<file path="config.mk">
export PLATFORM = sky130hd
export DESIGN_NAME = fifo_stream_adapter
export DESIGN_NICKNAME = d
export VERILOG_FILES = /design/src/rtl/fifo_pkg.sv /design/src/rtl/fifo_stream_adapter_skid_store.sv /design/src/rtl/fifo_stream_adapter.sv
export SDC_FILE = /design/constraint.sdc
export NUM_CORES = 1
export LEC_CHECK = 0
export ABC_AREA = 0
export CAP_MARGIN = 20
export CORE_MARGIN = 1
export CORE_UTILIZATION = 50
export DETAILED_ROUTE_END_ITERATION = 8
export PLACE_DENSITY = 0.8
export SETUP_SLACK_MARGIN = 0.2
export SLEW_MARGIN = 5
export SYNTH_ARGS = -nofsm -noshare
export SYNTH_HDL_FRONTEND = slang
export SYNTH_SLANG_ARGS = --single-unit
</file>
<file path="constraint.sdc">
create_clock -name clk -period 1.8 [get_ports clk]
set_input_delay 0.45 -clock clk [delete_from_list [all_inputs] [get_ports clk]]
set_output_delay 0.45 -clock clk [all_outputs]
set_load 0.005 [all_outputs]
</file>
<file path="src/rtl/fifo_pkg.sv">
// Shared constants and types for the FIFO-to-stream adapter and its skid store.
package fifo_pkg;

    localparam int FIFO_DATAW = 8;
    localparam int SKID_DEPTH = 3;
    localparam int SKID_PTRW  = 2;

    typedef logic [SKID_PTRW-1:0] skid_ptr_t;

    // Circular pointer advance over the 3-entry store (2 -> 0).
    function automatic skid_ptr_t skid_ptr_inc(input skid_ptr_t p);
        return (p == skid_ptr_t'(SKID_DEPTH - 1)) ? '0 : p + skid_ptr_t'(1);
    endfunction

endpackage

</file>
<file path="src/rtl/fifo_stream_adapter_skid_store.sv">
// 3-entry circular skid store: head/tail pointers, occupancy count, head data mux.
module skid_store
    import fifo_pkg::*;
#(
    parameter int DATAW = FIFO_DATAW
) (
    input  logic             clk,
    input  logic             rst_n,
    input  logic             i_push,
    input  logic [DATAW-1:0] i_push_data,
    input  logic             i_pop,
    output logic [DATAW-1:0] o_head_data,
    output skid_ptr_t        o_count,
    output logic             o_full,
    output logic             o_empty
);

    logic [DATAW-1:0] r_mem [SKID_DEPTH];
    skid_ptr_t        r_head;
    skid_ptr_t        r_tail;
    skid_ptr_t        r_count;

    // Payload storage carries no reset; only pointers and count define validity.
    always_ff @(posedge clk) begin
        if (i_push) begin
            r_mem[r_tail] <= i_push_data;
        end
    end

    always_ff @(posedge clk or negedge rst_n) begin
        if (!rst_n) begin
            r_head  <= '0;
            r_tail  <= '0;
            r_count <= '0;
        end else begin
            if (i_push) begin
                r_tail <= skid_ptr_inc(r_tail);
            end
            if (i_pop) begin
                r_head <= skid_ptr_inc(r_head);
            end
            if (i_push && !i_pop) begin
                r_count <= r_count + skid_ptr_t'(1);
            end else if (!i_push && i_pop) begin
                r_count <= r_count - skid_ptr_t'(1);
            end
        end
    end

    assign o_head_data = r_mem[r_head];
    assign o_count     = r_count;
    assign o_full      = (r_count == skid_ptr_t'(SKID_DEPTH));
    assign o_empty     = (r_count == '0);

endmodule

</file>
<file path="src/rtl/fifo_stream_adapter.sv">
// FIFO read-port to valid/ready stream adapter with credit-based prefetch.
// Optional beat/stall counters enabled by FIFO_STREAM_ADAPTER_STATS_EN.
module fifo_stream_adapter
    import fifo_pkg::*;
#(
    parameter int DATAW = FIFO_DATAW
) (
    input  logic             clk,
    input  logic             rst_n,
    input  logic             i_rd_empty,
    input  logic [DATAW-1:0] i_rd_data,
    output logic             o_rd_en,
    output logic             o_valid,
    output logic [DATAW-1:0] o_data,
    input  logic             i_ready
`ifdef FIFO_STREAM_ADAPTER_STATS_EN
    ,
    output logic [31:0]      o_beat_cnt,
    output logic [31:0]      o_stall_cnt
`endif
);

    logic       r_inflight;
    skid_ptr_t  w_count;
    logic       w_full;
    logic       w_empty;
    logic       w_pop;
    logic [2:0] w_credit_used;

    skid_store #(
        .DATAW (DATAW)
    ) u_store (
        .clk         (clk),
        .rst_n       (rst_n),
        .i_push      (r_inflight),
        .i_push_data (i_rd_data),
        .i_pop       (w_pop),
        .o_head_data (o_data),
        .o_count     (w_count),
        .o_full      (w_full),
        .o_empty     (w_empty)
    );

    // Credit counts both stored beats and the read still in flight, so a
    // capture always has room and i_ready never reaches o_rd_en.
    assign w_credit_used = {1'b0, w_count} + {2'b00, r_inflight};
    assign o_rd_en       = rst_n && !i_rd_empty && !w_full
                           && (w_credit_used < 3'(SKID_DEPTH));
    assign o_valid       = !w_empty;
    assign w_pop         = o_valid && i_ready;

    always_ff @(posedge clk or negedge rst_n) begin
        if (!rst_n) begin
            r_inflight <= 1'b0;
        end else begin
            r_inflight <= o_rd_en;
        end
    end

`ifdef FIFO_STREAM_ADAPTER_STATS_EN
    logic [31:0] r_beat_cnt;
    logic [31:0] r_stall_cnt;

    always_ff @(posedge clk or negedge rst_n) begin
        if (!rst_n) begin
            r_beat_cnt  <= '0;
            r_stall_cnt <= '0;
        end else begin
            if (w_pop) begin
                r_beat_cnt <= r_beat_cnt + 32'd1;
            end
            if (o_valid && !i_ready) begin
                r_stall_cnt <= r_stall_cnt + 32'd1;
            end
        end
    end

    assign o_beat_cnt  = r_beat_cnt;
    assign o_stall_cnt = r_stall_cnt;
`endif

endmodule
</file>
Word level (Yosys, flattened, before mapping)
Memories as Yosys holds them, arrays and structs flattened.
Cells that the tools add are included.
{"block": "op_classes", "add_sub_neg": 5, "order_cmp": 1, "n_eq_ne": 3, "mux": 6, "n_reduce_logical": 13}
{"cell": "$mux 2", "n": 4}
{"cell": "$add 2x1->2 const B", "n": 3}
{"cell": "$eq 2x2->1 const B", "n": 3}
{"cell": "$logic_and 1x1->1", "n": 6}
{"cell": "$logic_not 1->1", "n": 5}
{"cell": "$add 2x1->3", "n": 1}
{"cell": "$lt 3x2->1 const B", "n": 1}
{"cell": "$logic_not 2->1", "n": 1}
{"cell": "$mux 1", "n": 2}
{"cell": "$reduce_bool 2->1", "n": 1}
{"cell": "$sub 2x1->2 const B", "n": 1}
{"block": "totals", "register_bits": 7, "ramBits": 24, "output_inout_bits": 10, "elab_cells": 33, "memories": 1}
{"name": "u_store.r_mem", "words": 3, "word_bits": 8, "read_ports": 1, "rd_ports_with_merged_regs": 0, "write_ports": 1, "line_no": "fifo_stream_adapter_skid_store.sv:18", "text": "logic [DATAW-1:0] r_mem [SKID_DEPTH];"}

Depth between registers and ports, before layout
Gate-level depths: netlist (run 1).
{"block": "depth", "ltp_word": 6, "depth_mapped": 5, "ltp_nobuf": 5}

Hierarchy
From an unflattened synthesis (run 1), not the netlist that was laid out.
{"block": "hier_totals", "cells_unflattened": 83, "hier_area_um2": 1253.7}
{"mod": "skid_store", "n_inst": 1, "cells_per_inst": 76, "area_per_inst_um2": 1178.6, "seq_area_each_um2": 870.8}
{"mod": "fifo_stream_adapter", "n_inst": 1, "cells_per_inst": 7, "area_per_inst_um2": 75.1, "seq_area_each_um2": 25.0}

Least setup slack after synthesis (run 1)
No wires, ideal clock.
{"block": "synth_timing", "path_kind": "reg2out", "start": "register u_store.r_count[0] (netlist: u_store.o_count[0])", "end": "output port o_rd_en", "t_arrival_ps": 1224, "t_required_ps": 1350, "path_slack_ps": 126, "stages_incl_launch_ff": 4, "cell_sequence": "dfrtp_1 -> ha_1 -> ha_1 -> a221oi_1"}
{"block": "synth_between", "elab_chain_cells": 4}
{"element": "start: declaration", "line_no": "fifo_stream_adapter_skid_store.sv:21", "text": "skid_ptr_t r_count;"}
{"element": "start signal: assignment", "line_no": "fifo_stream_adapter_skid_store.sv:43", "text": "r_count <= r_count + skid_ptr_t'(1);"}
{"element": "start signal: assignment", "line_no": "fifo_stream_adapter_skid_store.sv:45", "text": "r_count <= r_count - skid_ptr_t'(1);"}
{"element": "parallel branches: the longest is 3 deep, another holds $add 2x1->3"}
{"element": "$logic_and 1x1->1 *", "line_no": "fifo_stream_adapter.sv:48", "text": "&& (w_credit_used < 3'(SKID_DEPTH));"}
{"element": "end: declaration", "line_no": "fifo_stream_adapter.sv:12", "text": "output logic o_rd_en,"}
Every way passes the cells marked *.

Final worst setup path (run 1)
Ends and elaborated chain as after synthesis.

==> tab_implementation.tex, run 1 <==
\begin{tabular}{lr}
\hline
Metric & Value \\
\hline
\multicolumn{2}{l}{\textbf{Logic synthesis}} \\
Post-synthesis cell type with the largest combined area & sky130\_fd\_sc\_hd\_\_edfxtp\_1 \\
Main area contributors after synthesis & sky130\_fd\_sc\_hd\_\_edfxtp\_1 (59\%), sky130\_fd\_sc\_hd\_\_dfrtp\_1 (14\%), sky130\_fd\_sc\_hd\_\_mux2i\_1 (6.5\%) \\
Syn. warnings & 0 \\
Unique masters post-synth & 19 \\
Sequential cell area fraction in the yosys report & 72.9\% \\
Gate count after technology mapping & 82 \\
Post-synth top area share & 58.7\% \\
Mean instance size in the synthesized netlist & 15.0 um\^{}2 \\
Syn nets & 97 \\
Total of flip-flops plus latches after synthesis & 31 \\
Netlist area before placement & 0.00123 mm\^{}2 \\
\multicolumn{2}{l}{\textbf{GRT}} \\
Number of antenna violations at the first check in global routing & 0 \\
Largest net degree at the start of global routing & 11 \\
Met2 track utilization from global routing & 35.5\% \\
Remaining Overflow, GRT & 0 \\
Global-route wire length before repair & 3.55 mm \\
Most Used Layer, Global Route & met2 \\
Global-route met3 utilization & 8.77\% \\
Overall fraction of global-route tracks in use & 20.6\% \\
Met1 Use GR & 19.5\% \\
Number of global-route vias before repair & 811 \\
\multicolumn{2}{l}{\textbf{Power}} \\
Clock Power Share & 16.0\% \\
Lkg Pwr & 0.000732 uW \\
Sw frac & 31.5\% \\
Proportion of power drawn by combinational gates & 45.5\% \\
Final Total Pwr & 2590 uW \\
Switch Pwr & 816 uW \\
Internal power & 1770 uW \\
Power Dens Cells & 1430 mW/mm\^{}2 \\
Maximum vdd ir drop & 1060 uV \\
Relative contribution of sequential cells to total power & 38.6\% \\
\multicolumn{2}{l}{\textbf{Setup path}} \\
Worst reg-to-reg path cell count & 12 \\
Crit path largest cell delay & 440 ps \\
Class of the most critical setup path & reg2out \\
Startpoint kind of the worst setup timing path & register \\
R2R Path Start & u\_store.o\_count[0] \\
Kind of end point of the critical path & primary output \\
Worst reg2reg endpoint & r\_inflight \\
R2r setup slk & -190 ps \\
Critical path, cell by cell & ha\_4 > ha\_4 > a221oi\_4 > buf\_2 \\
Most used cell along the critical path & sky130\_fd\_sc\_hd\_\_ha\_4 \\
Cell with the largest stage delay on the worst path & sky130\_fd\_sc\_hd\_\_dfrtp\_2 \\
Largest driver fanout on the critical path & 2 \\
Critical path required time & 1350 ps \\
Data arrival time of the worst path & 1620 ps \\
\multicolumn{2}{l}{\textbf{Clock tree}} \\
Clk pin slew, worst setup/hold paths & 90 ps \\
Root Buffer & sky130\_fd\_sc\_hd\_\_clkbuf\_4 \\
Insertion delay to the later sink of the worst-skew pair & 320 ps \\
TritonCTS clock tree & done \\
H-tree levels & 2 \\
Sinks on Clock Net & 31 \\
Number of buffers between clock root and the deepest sink & 2 \\
Number of buffers added by the clock tree synthesis step & 5 \\
Count of hold-fix buffers inserted at cts & 0 \\
\multicolumn{2}{l}{\textbf{Cells and area}} \\
Footprint of the flip-flops and latches & 897 um\^{}2 \\
Most common library cell in the layout ignoring fill and taps & sky130\_fd\_sc\_hd\_\_edfxtp\_1 \\
Signed area change from the synthesized netlist to the final layout & 47.0\% \\
Final Net Count & 149 \\
Inserted Diodes & 0 \\
Fillcell total & 135 \\
Commonest cells after routing, fill and taps aside & sky130\_fd\_sc\_hd\_\_edfxtp\_1 (24), sky130\_fd\_sc\_hd\_\_buf\_4 (15), sky130\_fd\_sc\_hd\_\_clkdlybuf4s50\_1 (11), sky130\_fd\_sc\_hd\_\_buf\_6 (11) \\
Share of post-route cells with drive strength above 1 & 40.0\% \\
Area occupied by multi-input gates & 399 um\^{}2 \\
\multicolumn{2}{l}{\textbf{Placement}} \\
Worst-case setup slack after placement & -469 ps \\
Count of buffers inserted at the top-level ports & 21 \\
Routability congestion estimate & 0.775 \\
Detail Placement HPWL & 1.49 mm \\
\multicolumn{2}{l}{\textbf{Die}} \\
Width of the die & 51.6 um \\
Floorplan row count & 17 \\
Initial Utilization & 54.5\% \\
Overall die height & 51.6 um \\
Die footprint & 0.00266 mm\^{}2 \\
Core area & 0.00225 mm\^{}2 \\
Number of primary I/O pins & 22 \\
\multicolumn{2}{l}{\textbf{Flow run}} \\
Maxcap violations & 0 \\
\multicolumn{2}{l}{\textbf{Timing}} \\
Setup Viol. Count Final & 3 \\
Max Clk Rate & 484 MHz \\
Final sum of negative setup slack & -577 ps \\
Worst Slack Setup Final & -265 ps \\
Final number of max-transition violations & 0 \\
Minimum period implied by the final worst setup slack & 2070 ps \\
Hold Vio Cnt, Final & 0 \\
Worst-margin pin slew & 400 ps \\
Final hold slack & 461 ps \\
Final Cycle Share & 115\% \\
Slew HR & 73.3\% \\
Skew final & 10.6 ps \\
Setup repair after global routing missed its margin & yes \\
\multicolumn{2}{l}{\textbf{Run status}} \\
Result of the run & finished with violations \\
Violated checks & negative setup slack \\
\multicolumn{2}{l}{\textbf{Drt}} \\
Drt pass-1 iters & 4 \\
Routed wire length & 2.36 mm \\
Final antenna-violating net count & 0 \\
Post-route DRC violation count & 0 \\
Initial detailed-routing violation count & 18 \\
Routed wire length per instance & 14.5 um \\
Vias post-DR & 832 \\
Drt via density & 5.10 \\
\multicolumn{2}{l}{\textbf{Hold path}} \\
Worst hold path type & in2async \\
\hline
\end{tabular}
## registers in the layout, summed over array words and instances, names as in the netlist
register	flops
r_inflight	1
u_store.r_tail	2
u_store.o_count	2
u_store.r_head	2
u_store.r_mem	24
## metal layers
metal	vias up	part of all wire [%]
met2	27	57
met4	0	3.0
met1	393	36
li1	404	-
met5	-	0
met3	8	4.7
## cells by family (layout without fill, tap and decap cells)
family,after synthesis,count (layout),synth area share (%)
buffers and inverters,4,57,1.73
XOR/XNOR,3,3,2.14
multiplexers,8,8,6.52
AND/OR/NAND/NOR,19,19,6.72
AO/OA/AOI/OAI,14,14,6.92
adder cells (fa/ha/maj),3,3,3.06
flip-flops,31,31,72.9
## power by group through the flow
stage                     Sequential, uW  Clock (uW)  Combinational, uW
final                                998         413               1180
after global routing                1010         445               1260
after CTS                            991         421                954
after detailed placement             989           0                903
after global placement               981           0                876
after floorplan                     1000           0                442
## synth_stat cells
cell type	instances
sky130_fd_sc_hd__nor2_1	3
sky130_fd_sc_hd__xor2_1	2
sky130_fd_sc_hd__a21o_1	3
sky130_fd_sc_hd__nor3b_1	1
sky130_fd_sc_hd__nor3_1	2
sky130_fd_sc_hd__ha_1	3
sky130_fd_sc_hd__xnor2_1	1
sky130_fd_sc_hd__nand2_1	11
sky130_fd_sc_hd__o21ai_2	1
sky130_fd_sc_hd__a221oi_1	1
sky130_fd_sc_hd__mux2i_1	8
sky130_fd_sc_hd__or2_1	1
sky130_fd_sc_hd__buf_2	2
sky130_fd_sc_hd__dfrtp_1	7
sky130_fd_sc_hd__nand2b_1	1
sky130_fd_sc_hd__buf_4	1
sky130_fd_sc_hd__inv_1	1
sky130_fd_sc_hd__o21ai_1	9
sky130_fd_sc_hd__edfxtp_1	24
## final cells by class
type,count,share of cell area [%]
clock buffer,7,3.05
clock inverter,1,0.277
inverter,1,0.208
multi-input combinational,47,22.1
sequential,31,49.7
tap,28,1.94
timing repair buffer,48,22.8
## worst max-delay path: cells and delay by family, from the launching register on
family / cells / cell delay, ps
flops: 1 / 440
fa+ha+maj: 2 / 410
compound gates: 1 / 280
buf+inv: 1 / 160
## through the flow
stage | util [%] | cell area (um^2) | instances
after floorplan | - | 1240 | 82
after global placement | 69.6 | 1570 | 142
after detailed placement | 69.6 | 1570 | 142
after CTS | 75.4 | 1700 | 161
after global routing | 80.1 | 1810 | 163
final | 80.1 | 1810 | 163
## how the worst max path moves through the flow
| stage | start | to | cells after the start |
|---|---|---|---|
| after global routing | r_inflight | o_rd_en | 6 |
| after CTS | u_store.o_count[0] | o_rd_en | 6 |
| after floorplan | u_store.o_count[0] | o_rd_en | 3 |
| after global placement | i_rd_empty | o_rd_en | 5 |
| final | u_store.o_count[0] | o_rd_en | 4 |
| after detailed placement | i_rd_empty | o_rd_en | 5 |
## repair_timing
item | 4_1_cts | 5_1_grt
gates resized for setup | 48 | 19
setup buffers | 11 | 2
endpoints found under the setup margin | 10 | 12
pin swaps | 5 | 9
(Power assumes the default switching activity.)
==> run 2: changes to the inputs <==
Settings changed: CORE_ASPECT_RATIO set to 0.7, CORE_UTILIZATION 50 to 53, CTS_BUF_LIST set to sky130_fd_sc_hd__clkbuf_4 sky130_fd_sc_hd__clkbuf_8, PLACE_DENSITY 0.8 to 0.84.
==> run 2 against run 1 <==
The run still ends with negative setup slack left. Critical path depth up 2. Highest routed layer unchanged. Sequential share of layout area up 0.84 points. Non-clock buffer count down 1. Largest power group unchanged.
==> tab_implementation.tex, run 2 (same netlist as run 1, synthesis figures left out) <==
\begin{tabular}{lr}
\hline
Metric & Value \\
\hline
\multicolumn{2}{l}{\textbf{Timing}} \\
Final number of max-transition violations & 0 \\
Skew final & 10.8 ps \\
Final sum of negative setup slack & -421 ps \\
Setup Viol. Count Final & 4 \\
Setup repair after global routing missed its margin & yes \\
Worst-margin pin slew & 470 ps \\
Minimum period implied by the final worst setup slack & 2130 ps \\
Worst Slack Setup Final & -331 ps \\
Final Cycle Share & 118\% \\
Slew HR & 68.5\% \\
Max Clk Rate & 469 MHz \\
Final hold slack & 434 ps \\
Hold Vio Cnt, Final & 0 \\
\multicolumn{2}{l}{\textbf{Die}} \\
Core area & 0.00217 mm\^{}2 \\
Die footprint & 0.00252 mm\^{}2 \\
Number of primary I/O pins & 22 \\
Floorplan row count & 14 \\
Initial Utilization & 56.6\% \\
Width of the die & 59.6 um \\
Overall die height & 42.3 um \\
\multicolumn{2}{l}{\textbf{Clock tree}} \\
TritonCTS clock tree & done \\
H-tree levels & 2 \\
Insertion delay to the later sink of the worst-skew pair & 340 ps \\
Clk pin slew, worst setup/hold paths & 100 ps \\
Number of buffers added by the clock tree synthesis step & 5 \\
Root Buffer & sky130\_fd\_sc\_hd\_\_clkbuf\_4 \\
Sinks on Clock Net & 31 \\
Number of buffers between clock root and the deepest sink & 2 \\
\multicolumn{2}{l}{\textbf{Cells and area}} \\
Area occupied by multi-input gates & 355 um\^{}2 \\
Inserted Diodes & 0 \\
Util after Layout & 81.8\% \\
Commonest cells after routing, fill and taps aside & sky130\_fd\_sc\_hd\_\_edfxtp\_1 (24), sky130\_fd\_sc\_hd\_\_buf\_4 (13), sky130\_fd\_sc\_hd\_\_buf\_6 (13) \\
Most common library cell in the layout ignoring fill and taps & sky130\_fd\_sc\_hd\_\_edfxtp\_1 \\
Fillcell total & 126 \\
Register with the highest flop count & u\_store.r\_mem \\
Signed area change from the synthesized netlist to the final layout & 44.6\% \\
Share of post-route cells with drive strength above 1 & 37.3\% \\
Final Net Count & 148 \\
Footprint of the flip-flops and latches & 897 um\^{}2 \\
Count of non-filler cells in the finished layout & 166 \\
Largest register FFs & 24 \\
\multicolumn{2}{l}{\textbf{Placement}} \\
Routability congestion estimate & 0.712 \\
Detail Placement HPWL & 1.44 mm \\
Dpl cells & 145 \\
Count of buffers inserted at the top-level ports & 21 \\
\multicolumn{2}{l}{\textbf{Setup path}} \\
Crit path largest cell delay & 440 ps \\
R2r setup slk & -80 ps \\
Most used cell along the critical path & sky130\_fd\_sc\_hd\_\_ha\_4 \\
Kind of end point of the critical path & primary output \\
Startpoint kind of the worst setup timing path & register \\
Largest driver fanout on the critical path & 2 \\
Data arrival time of the worst path & 1680 ps \\
Class of the most critical setup path & reg2out \\
Critical path startpoint & u\_store.o\_count[0] \\
Cell with the largest stage delay on the worst path & sky130\_fd\_sc\_hd\_\_dfrtp\_2 \\
Critical path, cell by cell & ha\_4 > ha\_4 > nor2\_2 > nand2\_1 > a221oi\_2 > buf\_2 \\
Critical path required time & 1350 ps \\
R2R Path Start & u\_store.o\_count[0] \\
\multicolumn{2}{l}{\textbf{GRT}} \\
Number of global-route vias before repair & 789 \\
Number of antenna violations at the first check in global routing & 0 \\
Largest net degree at the start of global routing & 14 \\
Global-route wire length before repair & 3.73 mm \\
Remaining Overflow, GRT & 0 \\
Overall fraction of global-route tracks in use & 22.9\% \\
\multicolumn{2}{l}{\textbf{Drt}} \\
Final antenna-violating net count & 0 \\
Vias post-DR & 841 \\
Post-route DRC violation count & 0 \\
Routed wire length per instance & 15.3 um \\
Initial detailed-routing violation count & 18 \\
Drt pass-1 iters & 4 \\
Routed wire length & 2.54 mm \\
Drt via density & 5.07 \\
\multicolumn{2}{l}{\textbf{Power}} \\
Maximum vdd ir drop & 1120 uV \\
Power Dens Cells & 1480 mW/mm\^{}2 \\
Lkg Pwr & 0.000727 uW \\
\multicolumn{2}{l}{\textbf{Hold path}} \\
Worst hold path type & in2async \\
\multicolumn{2}{l}{\textbf{Run status}} \\
Result of the run & finished with violations \\
Violated checks & negative setup slack \\
\multicolumn{2}{l}{\textbf{Flow run}} \\
Maxcap violations & 0 \\
\hline
\end{tabular}
## run 2: cell types whose count changed in the layout (fill, tap and decap cells not counted), sizes merged
cell / before / now
buf: 37 / 35
bufinv: 0 / 1
clkbuf: 7 / 6
clkinv: 1 / 2
## run 2: per-layer routing
layer  part of all wire (%)  up-vias  GRT usage [%]  wire (um)
met5                      0        -              0          0
met1                     42      403           28.0       1060
met4                    4.9        0           19.5        123
met2                     49       24           33.3       1250
met3                    4.1       10           6.48        105
li1                       -      404              -          -
## run 2: path summary, 6_finish.rpt
| check | to | depth (start not counted) |
|---|---|---|
| worst min register to register | u_store.r_tail[0] | 1 |
| max in group asynchronous | u_store.r_tail[1] | 2 |
| min in group clk | u_store.r_tail[0] | 1 |
| worst max register to register | r_inflight | 12 |
| worst min-delay path | u_store.o_count[0] | 2 |
| worst max-delay path | o_rd_en | 6 |
## run 2: per-stage QoR
stage                     cell area, um^2  setup WS (ps)  total power, uW
final                                1780           -331             2620
after global routing                 1780           -398             2760
after CTS                            1720           -234             2490
after detailed placement             1570           -427             1890
after global placement               1570           -386             1860
after floorplan                      1240            205             1440
## run 2: power breakdown
part	switching (uW)	internal [uW]	total [uW]	leakage (uW)
clock	244	285	530	0.0000426
combinational	477	621	1100	0.000381
sequential	84.6	912	996	0.000304
total	806	1820	2620	0.000727
## run 2: repair_timing
item,in CTS,in global routing
setup endpoints to repair,10,12
buffers inserted,9,4
gates cloned,0,0
resized for setup,48,9
hold buffers,0,0
pin swaps,4,4
## run 2: cell type report
cell class | instances | area share, %
Inverter | 1 | 0.211
Clock inverter | 3 | 2.18
Multi-Input combinational cell | 47 | 20.0
Tap cell | 32 | 2.25
Sequential cell | 31 | 50.5
Timing Repair Buffer | 47 | 22.7
Clock buffer | 5 | 2.11
## run 2: worst max-delay path, delay by kind of cell (launching register included)
kind	cells	cell delay (ps)
AO/OA/AOI/OAI	1	260
adder cells (fa/ha/maj)	2	320
buffers and inverters	1	180
flip-flops	1	440
AND/OR/NAND/NOR	2	150
==> run 3: changes to the inputs <==
Settings changed: CORE_UTILIZATION 53 to 48, PLACE_DENSITY 0.84 to 0.81.
Clock period 1.8 ns to 1.73 ns, I/O delays scaled along.
==> run 3 against run 2 <==
Core utilization fell by 7.1 points. Wire length down 5.6%. Largest cell class unchanged. Largest power group unchanged. Critical path type unchanged. Setup slack improved by 40 ps. The run still ends with negative setup slack left. Power decreased by 3.9%.
==> tab_implementation.tex, run 3 (same netlist as run 1, synthesis figures left out) <==
\begin{tabular}{lr}
\hline
Metric & Value \\
\hline
\multicolumn{2}{l}{\textbf{Power}} \\
Internal power & 1720 uW \\
Lkg Pwr & 0.000681 uW \\
Relative contribution of sequential cells to total power & 41.6\% \\
Switch Pwr & 797 uW \\
Sw frac & 31.6\% \\
Clock Power Share & 15.7\% \\
Power Dens Cells & 1480 mW/mm\^{}2 \\
Proportion of power drawn by combinational gates & 42.7\% \\
Maximum vdd ir drop & 875 uV \\
\multicolumn{2}{l}{\textbf{Timing}} \\
Slew HR & 80.0\% \\
Worst Slack Setup Final & -292 ps \\
Skew final & 7.70 ps \\
Minimum period implied by the final worst setup slack & 2020 ps \\
Max Clk Rate & 495 MHz \\
Final number of max-transition violations & 0 \\
Final Cycle Share & 117\% \\
Worst-margin pin slew & 297 ps \\
Setup Viol. Count Final & 9 \\
Setup repair after global routing missed its margin & yes \\
Hold Vio Cnt, Final & 0 \\
\multicolumn{2}{l}{\textbf{Placement}} \\
Routability congestion estimate & 0.741 \\
Dpl cells & 144 \\
Count of buffers inserted at the top-level ports & 21 \\
Worst-case setup slack after placement & -463 ps \\
Placed Area & 0.00159 mm\^{}2 \\
Detail Placement HPWL & 1.62 mm \\
\multicolumn{2}{l}{\textbf{Cells and area}} \\
Design area & 0.00170 mm\^{}2 \\
Signed area change from the synthesized netlist to the final layout & 38.5\% \\
Final Net Count & 140 \\
Most common library cell in the layout ignoring fill and taps & sky130\_fd\_sc\_hd\_\_edfxtp\_1 \\
Count of non-filler cells in the finished layout & 158 \\
Inserted Diodes & 0 \\
Register with the highest flop count & u\_store.r\_mem \\
Largest register FFs & 24 \\
Util after Layout & 74.7\% \\
Share of post-route cells with drive strength above 1 & 33.3\% \\
Commonest cells after routing, fill and taps aside & sky130\_fd\_sc\_hd\_\_edfxtp\_1 (24), sky130\_fd\_sc\_hd\_\_nand2\_1 (11), sky130\_fd\_sc\_hd\_\_clkdlybuf4s50\_1 (11), sky130\_fd\_sc\_hd\_\_buf\_4 (11) \\
Fillcell total & 158 \\
\multicolumn{2}{l}{\textbf{Die}} \\
Number of primary I/O pins & 22 \\
Overall die height & 44.3 um \\
Core area & 0.00228 mm\^{}2 \\
Die footprint & 0.00277 mm\^{}2 \\
Width of the die & 62.5 um \\
Floorplan row count & 14 \\
Initial Utilization & 54.0\% \\
\multicolumn{2}{l}{\textbf{Clock tree}} \\
Number of buffers between clock root and the deepest sink & 2 \\
Number of buffers added by the clock tree synthesis step & 5 \\
Count of hold-fix buffers inserted at cts & 0 \\
H-tree levels & 2 \\
Insertion delay to the later sink of the worst-skew pair & 330 ps \\
Clk pin slew, worst setup/hold paths & 90 ps \\
Root Buffer & sky130\_fd\_sc\_hd\_\_clkbuf\_4 \\
TritonCTS clock tree & done \\
Sinks on Clock Net & 31 \\
\multicolumn{2}{l}{\textbf{Drt}} \\
Routed wire length & 2.39 mm \\
Drt via density & 4.90 \\
Drt pass-1 iters & 3 \\
Routed wire length per instance & 15.1 um \\
Vias post-DR & 774 \\
Initial detailed-routing violation count & 17 \\
Final antenna-violating net count & 0 \\
Post-route DRC violation count & 0 \\
\multicolumn{2}{l}{\textbf{Setup path}} \\
Startpoint kind of the worst setup timing path & register \\
Data arrival time of the worst path & 1590 ps \\
Class of the most critical setup path & reg2out \\
Kind of end point of the critical path & primary output \\
Worst reg-to-reg path cell count & 6 \\
Largest driver fanout on the critical path & 2 \\
Critical path required time & 1300 ps \\
\multicolumn{2}{l}{\textbf{GRT}} \\
Overall fraction of global-route tracks in use & 20.7\% \\
Number of global-route vias before repair & 820 \\
Global-route wire length before repair & 4.00 mm \\
Largest net degree at the start of global routing & 20 \\
Remaining Overflow, GRT & 0 \\
Number of antenna violations at the first check in global routing & 0 \\
\multicolumn{2}{l}{\textbf{Hold path}} \\
Worst hold path type & in2async \\
\multicolumn{2}{l}{\textbf{Run status}} \\
Violated checks & negative setup slack \\
Result of the run & finished with violations \\
\multicolumn{2}{l}{\textbf{Flow run}} \\
Maxcap violations & 0 \\
\hline
\end{tabular}
## run 3: changes by cell type in the layout (fill, tap and decap cells not counted), sizes merged
cell          change
buf               -8
bufinv            -1
dlymetal6s2s      +1
## run 3: power groups by stage
stage,Sequential (uW),Combinational [uW],Clock [uW]
2_1_floorplan,1050,472,0
3_3_place_gp,1040,937,0
3_5_place_dp,1050,982,0
4_1_cts,1050,1010,412
5_1_grt,1060,1170,427
6_report,1050,1080,396
## run 3: critical path, stage by stage (launching register included)
cell and delay (ps):
sky130_fd_sc_hd__dfrtp_2 440, sky130_fd_sc_hd__ha_4 170, sky130_fd_sc_hd__ha_4 150, sky130_fd_sc_hd__nor2_2 70, sky130_fd_sc_hd__nand2_1 70, sky130_fd_sc_hd__a221oi_2 200, sky130_fd_sc_hd__buf_2 160
## run 3: layout make-up
class | instances | area, um^2 | area share (%)
Timing Repair Buffer | 39 | 347 | 20.4
Tap cell | 32 | 40.0 | 2.35
Multi-Input combinational cell | 47 | 360 | 21.2
Sequential cell | 31 | 898 | 52.8
Inverter | 1 | 3.75 | 0.221
Clock buffer | 6 | 45.0 | 2.65
Clock inverter | 2 | 7.51 | 0.441
## run 3: path summary, 6_finish.rpt
check / start / end / slack, ps
min: rst_n / r_inflight / 410
min reg2reg: u_store.r_tail[1] / u_store.r_tail[1] / 570
max: u_store.o_count[0] / o_rd_en / -290
max reg2reg: u_store.o_count[1] / u_store.o_count[1] / 270
min in group clk: u_store.r_tail[1] / u_store.r_tail[1] / 570
max in group asynchronous: rst_n / u_store.o_count[1] / 1170
## run 3: metrics by stage
stage | power (uW) | hold slack [ps] | TNS (ps)
final | 2520 | 414 | -443
after floorplan | 1520 | 137 | 0
after detailed placement | 2030 | 518 | -463
after global routing | 2660 | 428 | -1030
after global placement | 1970 | 496 | -421
after CTS | 2470 | 385 | -837
## run 3: per-layer routing
layer / share of wire, % / track usage (%)
met1: 44 / 26.8
met4: 1.2 / 9.77
met2: 50 / 33.5
met3: 4.6 / 5.67
met5: 0 / 0
## run 3: what timing repair did
action,4_1_cts,5_1_grt
setup buffers,4,2
pin swaps,6,7
resized for setup,38,7
setup endpoints to repair,10,11
